<file path="src/rtl/alu_pkg.sv">
// Shared constants and types for the shift-ALU operand-fetch stage.
// Build option: define ALU_FWD_EN to forward same-cycle writeback data to the fetch read.
package alu_pkg;

  localparam int DATA_W   = 16;
  localparam int OFF_W    = 4;
  localparam int REG_AW   = 3;
  localparam int NUM_REGS = 1 << REG_AW;

  typedef enum logic [1:0] {
    EMPTY = 2'd0,
    ONE   = 2'd1,
    FULL  = 2'd2
  } buf_state_t;

  typedef struct packed {
    logic [DATA_W-1:0] operand;
    logic [OFF_W-1:0]  imm;
    logic [REG_AW-1:0] rd;
  } fetch_entry_t;

endpackage

</file>
<file path="src/rtl/alu_regfile.sv">
// 8x16 register file: one async read port, one sync write port, r0 hardwired to zero.
// Build option: ALU_FWD_EN returns same-cycle write data on an address match.
module alu_regfile
  import alu_pkg::*;
(
  input  logic              i_clk,
  input  logic              i_rst_n,
  input  logic              i_we,
  input  logic [REG_AW-1:0] i_waddr,
  input  logic [DATA_W-1:0] i_wdata,
  input  logic [REG_AW-1:0] i_raddr,
  output logic [DATA_W-1:0] o_rdata
);

  logic [DATA_W-1:0] r_mem [NUM_REGS];
  logic              w_raddr_zero;

  assign w_raddr_zero = (i_raddr == '0);

  always_ff @(posedge i_clk or negedge i_rst_n) begin
    if (!i_rst_n) begin
      for (int i = 0; i < NUM_REGS; i++) begin
        r_mem[i] <= '0;
      end
    end else if (i_we && (i_waddr != '0)) begin
      r_mem[i_waddr] <= i_wdata;
    end
  end

  // r0 is forced to zero on the read side so neither a write nor the bypass can leak into it.
  always_comb begin
    o_rdata = '0;
    if (!w_raddr_zero) begin
`ifdef ALU_FWD_EN
      if (i_we && (i_waddr == i_raddr)) begin
        o_rdata = i_wdata;
      end else begin
        o_rdata = r_mem[i_raddr];
      end
`else
      o_rdata = r_mem[i_raddr];
`endif
    end
  end

endmodule

</file>
<file path="src/rtl/alu_operand_fetch.sv">
// Operand-fetch stage feeding the shift-right ALU: register-file read plus a 2-entry skid buffer.
// Build option: ALU_FWD_EN enables writeback-to-read bypass inside alu_regfile.
module alu_operand_fetch
  import alu_pkg::*;
(
  input  logic              clk,
  input  logic              reset_n,
  input  logic              in_valid,
  output logic              in_ready,
  input  logic [REG_AW-1:0] in_rs,
  input  logic [REG_AW-1:0] in_rd,
  input  logic [OFF_W-1:0]  in_imm,
  input  logic              wb_en,
  input  logic [REG_AW-1:0] wb_addr,
  input  logic [DATA_W-1:0] wb_data,
  output logic              out_valid,
  input  logic              out_ready,
  output logic [DATA_W-1:0] operand1,
  output logic [OFF_W-1:0]  immediate_offset,
  output logic [REG_AW-1:0] out_rd,
  output buf_state_t        dbg_state
);

  // Handshake: a transfer happens on a rising edge where valid && ready are both high.
  // A producer holds its payload stable while valid is high and ready is low; in_ready
  // and out_valid are registers decoded from buffer occupancy only, so there is no
  // combinational path from out_ready back to in_ready.

  buf_state_t        r_state;
  fetch_entry_t      r_main;
  fetch_entry_t      r_skid;
  logic              r_in_ready;
  logic              r_out_valid;
  logic [DATA_W-1:0] w_rf_rdata;
  fetch_entry_t      w_new;
  logic              w_accept;
  logic              w_consume;

  alu_regfile u_regfile (
    .i_clk   (clk),
    .i_rst_n (reset_n),
    .i_we    (wb_en),
    .i_waddr (wb_addr),
    .i_wdata (wb_data),
    .i_raddr (in_rs),
    .o_rdata (w_rf_rdata)
  );

  assign w_new     = '{operand: w_rf_rdata, imm: in_imm, rd: in_rd};
  assign w_accept  = in_valid && r_in_ready;
  assign w_consume = r_out_valid && out_ready;

  always_ff @(posedge clk or negedge reset_n) begin
    if (!reset_n) begin
      r_state     <= EMPTY;
      r_main      <= '0;
      r_skid      <= '0;
      r_in_ready  <= 1'b1;
      r_out_valid <= 1'b0;
    end else begin
      case (r_state)
        EMPTY: begin
          if (w_accept) begin
            r_main      <= w_new;
            r_state     <= ONE;
            r_out_valid <= 1'b1;
          end
        end
        ONE: begin
          if (w_accept && !w_consume) begin
            r_skid     <= w_new;
            r_state    <= FULL;
            r_in_ready <= 1'b0;
          end else if (w_consume && !w_accept) begin
            r_state     <= EMPTY;
            r_out_valid <= 1'b0;
          end else if (w_consume && w_accept) begin
            r_main <= w_new;
          end
        end
        FULL: begin
          // The skid entry is always older than anything upstream, so it refills main first.
          if (w_consume) begin
            r_main     <= r_skid;
            r_state    <= ONE;
            r_in_ready <= 1'b1;
          end
        end
        default: begin
          r_state     <= EMPTY;
          r_in_ready  <= 1'b1;
          r_out_valid <= 1'b0;
        end
      endcase
    end
  end

  assign in_ready         = r_in_ready;
  assign out_valid        = r_out_valid;
  assign operand1         = r_main.operand;
  assign immediate_offset = r_main.imm;
  assign out_rd           = r_main.rd;
  assign dbg_state        = r_state;

endmodule
</file>
<file path="config.mk">
export PLATFORM = sky130hd
export DESIGN_NAME = alu_operand_fetch
export DESIGN_NICKNAME = d
export VERILOG_FILES = /design/src/rtl/alu_pkg.sv /design/src/rtl/alu_regfile.sv /design/src/rtl/alu_operand_fetch.sv
export SDC_FILE = /design/constraint.sdc
export NUM_CORES = 1
export LEC_CHECK = 0
export CAP_MARGIN = 25
export CORE_MARGIN = 3
export CORE_UTILIZATION = 40
export CTS_CLUSTER_DIAMETER = 50
export DETAILED_ROUTE_END_ITERATION = 8
export HOLD_SLACK_MARGIN = 0.05
export PLACE_DENSITY = 0.66
export SLEW_MARGIN = 20
export SYNTH_ARGS = -nofsm -noshare
export SYNTH_HDL_FRONTEND = slang
export SYNTH_SLANG_ARGS = --single-unit
</file>
<file path="constraint.sdc">
create_clock -name clk -period 2.1 [get_ports clk]
set_input_delay 0.21 -clock clk [delete_from_list [all_inputs] [get_ports clk]]
set_output_delay 0.21 -clock clk [all_outputs]
set_load 0.02 [all_outputs]
</file>
# Word level (Yosys, flattened, before mapping)
# Index checks and enable logic that the tools add are counted.
totals:
  output_inout_bits: 27
  elab_cells: 77
  regBits: 178
  in_bits: 34
classes:
  muxes: 25
  eq_ne: 10
  order_cmp: 3
  n_bitwise: 4
  n_reduce_logical: 18
ops:
  columns: ["op", "n"]
  rows:
  - ["$bwmux W128", 1]
  - ["$mux W23", 5]
  - ["$pmux W23 S3", 1]
  - ["$mux W16", 4]
  - ["$bmux W16 S3", 1]
  - ["$demux W16 S3", 1]
  - ["$ne A2 B2 Y1 const B", 7]
  - ["$ge A4 B4 Y1 const B", 2]
  - ["$mux W2", 4]
  - ["$not A3 Y4", 2]
  - ["$logic_and A1 B1 Y1", 7]
  - ["$pmux W1 S3", 2]
  - ["$pmux W2 S3", 1]
  - ["$reduce_and A3 Y1", 2]
  - ["$reduce_and A6 Y1", 1]
  - ["$reduce_bool A3 Y1", 2]
  - ["$mux W1", 5]
  - ["$lt A4 B1 Y1 const B", 1]
  - ["$reduce_and A4 Y1", 1]
  - ["$logic_not A3 Y1", 1]
  - ["$ne A3 B3 Y1 const B", 1]
  - ["$eq A2 B1 Y1 const B", 1]
  - ["$eq A2 B2 Y1 const B", 1]
  - ["$logic_not A1 Y1", 2]
  - ["3 further kinds", 4]

# Logic depth before layout (Yosys ltp)
logic_depth:
  word_depth: 9
  ltp_mapped: 9
  depth_no_buf: 7

# By module
# A second synthesis with hierarchy kept.
unflattened:
  hier_cells: 513
  hier_area_um2: 7724.9
modules_own_cells:
  columns: ["mod", "instances", "cells_per_inst", "area_per_inst_um2", "seq_area_each_um2"]
  rows:
  - ["alu_regfile", 1, 360, 5355.1, 2802.7]
  - ["alu_operand_fetch", 1, 153, 2369.8, 1252.5]

# Worst setup path before layout
# No wires, ideal clock.
synth_path:
  kind: "reg2reg"
  from: "register r_out_valid, in the netlist out_valid"
  to: "register r_main (netlist bit operand1[10])"
  arrival_ps: 1961
  required_time_ps: 1974
  period_less_slack_ps: 2087
  setup_time_ps: 126
  path_buffers: 2
  setup_slack_ps: 13
  path_stages_with_launch: 10
  cell_sequence: "dfrtp_1 nand2_1 inv_1 ha_1 and4bb_1 o21ba_1 buf_6 a21oi_4 buf_6 a221o_1"
synth_via:
  elab_chain_len: 5
  word_cells_on_any_way: 10
  cone_classes: "4 x eq/ne; 6 x reduce/logical"
synth_lines:
  columns: ["item", "line", "source"]
  rows:
  - ["start, declared", "alu_operand_fetch.sv:33", "logic r_out_valid;"]
  - ["start signal, assigned", "alu_operand_fetch.sv:59", "r_out_valid <= 1'b0;"]
  - ["start signal, assigned", "alu_operand_fetch.sv:66", "r_out_valid <= 1'b1;"]
  - ["start signal, assigned", "alu_operand_fetch.sv:76", "r_out_valid <= 1'b0;"]
  - ["$logic_and A1 B1 Y1 (*)", "alu_operand_fetch.sv:51", "assign w_consume = r_out_valid && out_ready;"]
  - ["$logic_not A1 Y1", "alu_operand_fetch.sv:70", "if (w_accept && !w_consume) begin"]
  - ["$logic_and A1 B1 Y1", "alu_operand_fetch.sv:70", null]
  - ["$ne A2 B2 Y1 (no source line)", null, null]
  - ["$reduce_and A6 Y1 (no source line) (*)", null, null]
  - ["end signal, assigned", "alu_operand_fetch.sv:64", "r_main <= w_new;"]
  - ["end signal, assigned", "alu_operand_fetch.sv:78", "r_main <= w_new;"]
  - ["end signal, assigned", "alu_operand_fetch.sv:84", "r_main <= r_skid;"]
  - ["end, declared", "alu_operand_fetch.sv:30", "fetch_entry_t r_main;"]
# Every way passes the cells marked *; elsewhere a longest branch is shown, timed or not.
# A chain may end at the register's enable or synchronous reset.

# Final worst setup path
layout_path:
  from: "register r_in_ready, in the netlist in_ready"
  to: "register r_main (netlist bit operand1[11])"
layout_via:
  elab_chain_len: 5
  word_cells_on_any_way: 10
  cone_classes: "4 x eq/ne; 6 x reduce/logical"
layout_lines:
  columns: ["item", "line", "source"]
  rows:
  - ["start, declared", "alu_operand_fetch.sv:32", "logic r_in_ready;"]
  - ["start signal, assigned", "alu_operand_fetch.sv:58", "r_in_ready <= 1'b1;"]
  - ["start signal, assigned", "alu_operand_fetch.sv:73", "r_in_ready <= 1'b0;"]
  - ["start signal, assigned", "alu_operand_fetch.sv:86", "r_in_ready <= 1'b1;"]
  - ["$logic_and A1 B1 Y1 (*)", "alu_operand_fetch.sv:50", "assign w_accept = in_valid && r_in_ready;"]
  - ["$logic_not A1 Y1", "alu_operand_fetch.sv:74", "end else if (w_consume && !w_accept) begin"]
  - ["$logic_and A1 B1 Y1", "alu_operand_fetch.sv:74", null]
  - ["$ne A2 B2 Y1 (no source line)", null, null]
  - ["$reduce_and A6 Y1 (no source line) (*)", null, null]
# Marked as above.

==> key figures <==
Placement
  – Cell count after placement: 814
  – GPL Wtd Cong: 0.798
  – Port buffer count: 60
  – Setup Slack @ Placement: -0.169 ns
  – Detailed placement HPWL: 11.6 mm
  – Area after DPL: 8600 um^2

Outcome
  – Status: finished clean

Floorplanning
  – Die Ht: 143 um
  – Initial Util: 41.2%
  – Die width: 143 um
  – Die area: 20400 um^2
  – Placeable Area: 18200 um^2
  – Placement row count: 49
  – # IOs: 61

Yosys
  – Mux share of post-synthesis cell area: 28.1%
  – Post-synthesis simple-gate area fraction: 3.62%
  – Share of the synthesized area in the top cell type: 53.7%
  – Yosys warning total: 0
  – Xor-xnor portion of the synthesized cell area: 0%
  – Unique cell type count in the Yosys netlist: 40
  – Area leader, netlist: dfrtp_1
  – Count leader, synth: dfrtp_1
  – Avg Inst Size Synth: 14.1 um^2
  – Synth Area in Adders: 0.501%
  – Seq cells post-synth: 162
  – Predominant post-synthesis flop cell: dfrtp_1
  – Main combinational cell family by area after synthesis: multiplexers
  – Mapped cell area: 7500 um^2
  – Mapped Nets: 567
  – Post-synth EDFFs: 0
  – Synth top area cells: dfrtp_1 54%, mux2_2 21%, mux2i_1 5.3%
  – Most frequent cells after synthesis: 161 x dfrtp_1, 141 x mux2_2, 40 x mux2i_1
  – Sequential fraction of the synthesis area: 54.1%
  – Synth Area in Compound Gates: 9.93%
  – Ys async rst share: 100%
  – Synth Instances: 530

Global routing
  – Total congestion overflow: 0
  – Initial antenna violation count: 0
  – First-pass GRT wire length: 27.8 mm
  – Vias in the first global route: 5170
  – GRT Total Usage: 17.7%
  – Largest net degree at the start of global routing: 54

Pwr
  – Sequential Power Share: 47.0%
  – Net Sw Power: 1.95 mW
  – Pwr dens: 878 nW/um^2
  – Int Power: 6.21 mW
  – Clock group share of total power: 38.2%
  – Combinational power share: 14.8%
  – Sw Ratio: 23.9%
  – Leak: 4.06 nW
  – VDD IR-drop max: 0.000560 V

Finish
  – Non-Filler Instances: 853
  – Nets: 649
  – Share of cells above drive strength 1: 41.0%
  – Inserted Diodes: 0
  – Fillers: 1490
  – Design Area, Final: 9300 um^2
  – Area delta synth->final: 24.1%

STA
  – Final period utilization: 97.1%
  – Max Fclk: 491 MHz
  – Final worst setup slack: 0.0615 ns
  – # setup viols final: 0
  – Least-Margin Pin Slew: 0.625 ns
  – Clk_skew: 0.00482 ns
  – Fin crit period: 2.04 ns
  – Max Slew Vio Count: 0
  – Relative slew slack: 58.3%
  – Hold slack: 0.311 ns
  – Final hold viol count: 0

Clocking
  – Clock Latency Late Sink: 0.42 ns
  – CTS buffer count: 17
  – CTS tree: yes
  – H-tree levels: 4
  – Sink Count: 162
  – Root buf cell: clkbuf_16
  – CTS clk-pin slew, worst paths: 0.06 ns
  – Max clock buf depth: 2

Min path
  – Min-delay worst type: in2async

Setup path
  – Crit path required time: 2.41 ns
  – Crit start category: flip-flop
  – CP max FO: 6
  – CP Class: reg2reg
  – Reg-to-reg startpoint: in_ready
  – Critical path arrival: 2.34 ns
  – Worst setup path start: in_ready
  – Endpoint type of the worst setup path: flip-flop

Routing
  – Via count: 4766
  – TritonRoute pass-1 iters: 4
  – Wire per inst: 20.0 um
  – Drt initial violations: 238
  – Vias per cell: 5.59
  – DRC: 0
  – WL final: 17.1 mm
  – Final ANT Viol Nets: 0

Flow run
  – Max-cap violation count: 0
[power groups by stage]
stage	logic (mW)	clock network, mW	registers (mW)
floorplan	0.855	0	3.82
global placement	1.16	0	3.85
detailed placement	1.21	0	3.89
CTS	1.22	3.18	3.84
global route	1.33	3.33	3.89
finish	1.21	3.12	3.84
[final timing paths]
check | slack, ns | cells past startpoint | to
setup / recovery | 0.06 | 9 | operand1[11]
min in group clk | 0.42 | 3 | in_ready
setup reg to reg | 0.06 | 9 | operand1[11]
hold / removal | 0.31 | 2 | out_valid
hold reg to reg | 0.49 | 2 | r_skid[21]
max in group asynchronous | 1.08 | 3 | r_skid[3]
[through the flow]
stage / setup TNS (ns) / utilization (%) / power, mW
floorplan: 0 / - / 4.67
global placement: -1.44 / 47.2 / 5.02
detailed placement: -2.67 / 47.2 / 5.11
CTS: 0 / 50.5 / 8.24
global route: -0.0334 / 51.1 / 8.55
finish: 0 / 51.1 / 8.17
[kinds of logic after synthesis]
group / count (synthesis)
compound gates: 82
simple gates: 49
mux: 189
flops: 162
fa+ha+maj: 3
buf+inv: 45
[layout by cell type (no fill, tap or decap), types with 8 or more instances in the layout]
cell type	count
a21oi_1	19
nand2_1	22
a221oi_1	12
clkdlybuf4s50_1	58
nand3_1	8
dfrtp_1	161
mux2i_1	40
mux2_4	8
a221o_1	15
mux2_2	141
clkbuf_16	18
a221oi_2	18
buf_12	14
o21ai_0	10
buf_4	28
[state kept, by name, summed over array words and instances, names as in the netlist]
name,count
immediate_offset,4
out_rd,3
dbg_state,2
out_valid,1
operand1,16
r_skid,23
in_ready,1
u_regfile.r_mem,112
[area by class of cell]
type                            instances  area [um^2]  area share [%]
Sequential cell                       162         4060            43.6
Tap cell                              229          287            3.08
Clock buffer                           22          464            4.99
Timing Repair Buffer                  105         1130            12.2
Multi-Input combinational cell        323         3220            34.6
Inverter                                3         11.3           0.121
Clock inverter                          9          131            1.41
[what timing repair did]
action	4_1_cts	5_1_grt
setup endpoints to repair	0	15
setup buffers	0	6
hold buffers	1	0
endpoints found under the hold margin	49	0
gates resized for setup	0	8
[worst max-delay path, cell delays in order, from the launching register on]
cell and delay (ns):
dfstp_2 0.54, nand2_1 0.08, inv_2 0.10, ha_4 0.14, and4bb_1 0.19, buf_4 0.14
o21bai_4 0.23, clkbuf_16 0.19, a21oi_1 0.05, a221o_1 0.26
[per-layer routing]
layer / global-route usage (%) / part of all wire (%)
met5: 0 / 0
met1: 22.4 / 45
met2: 30.0 / 50
met3: 3.58 / 3.2
met4: 6.70 / 2.0
(Power assumes the default switching activity.)
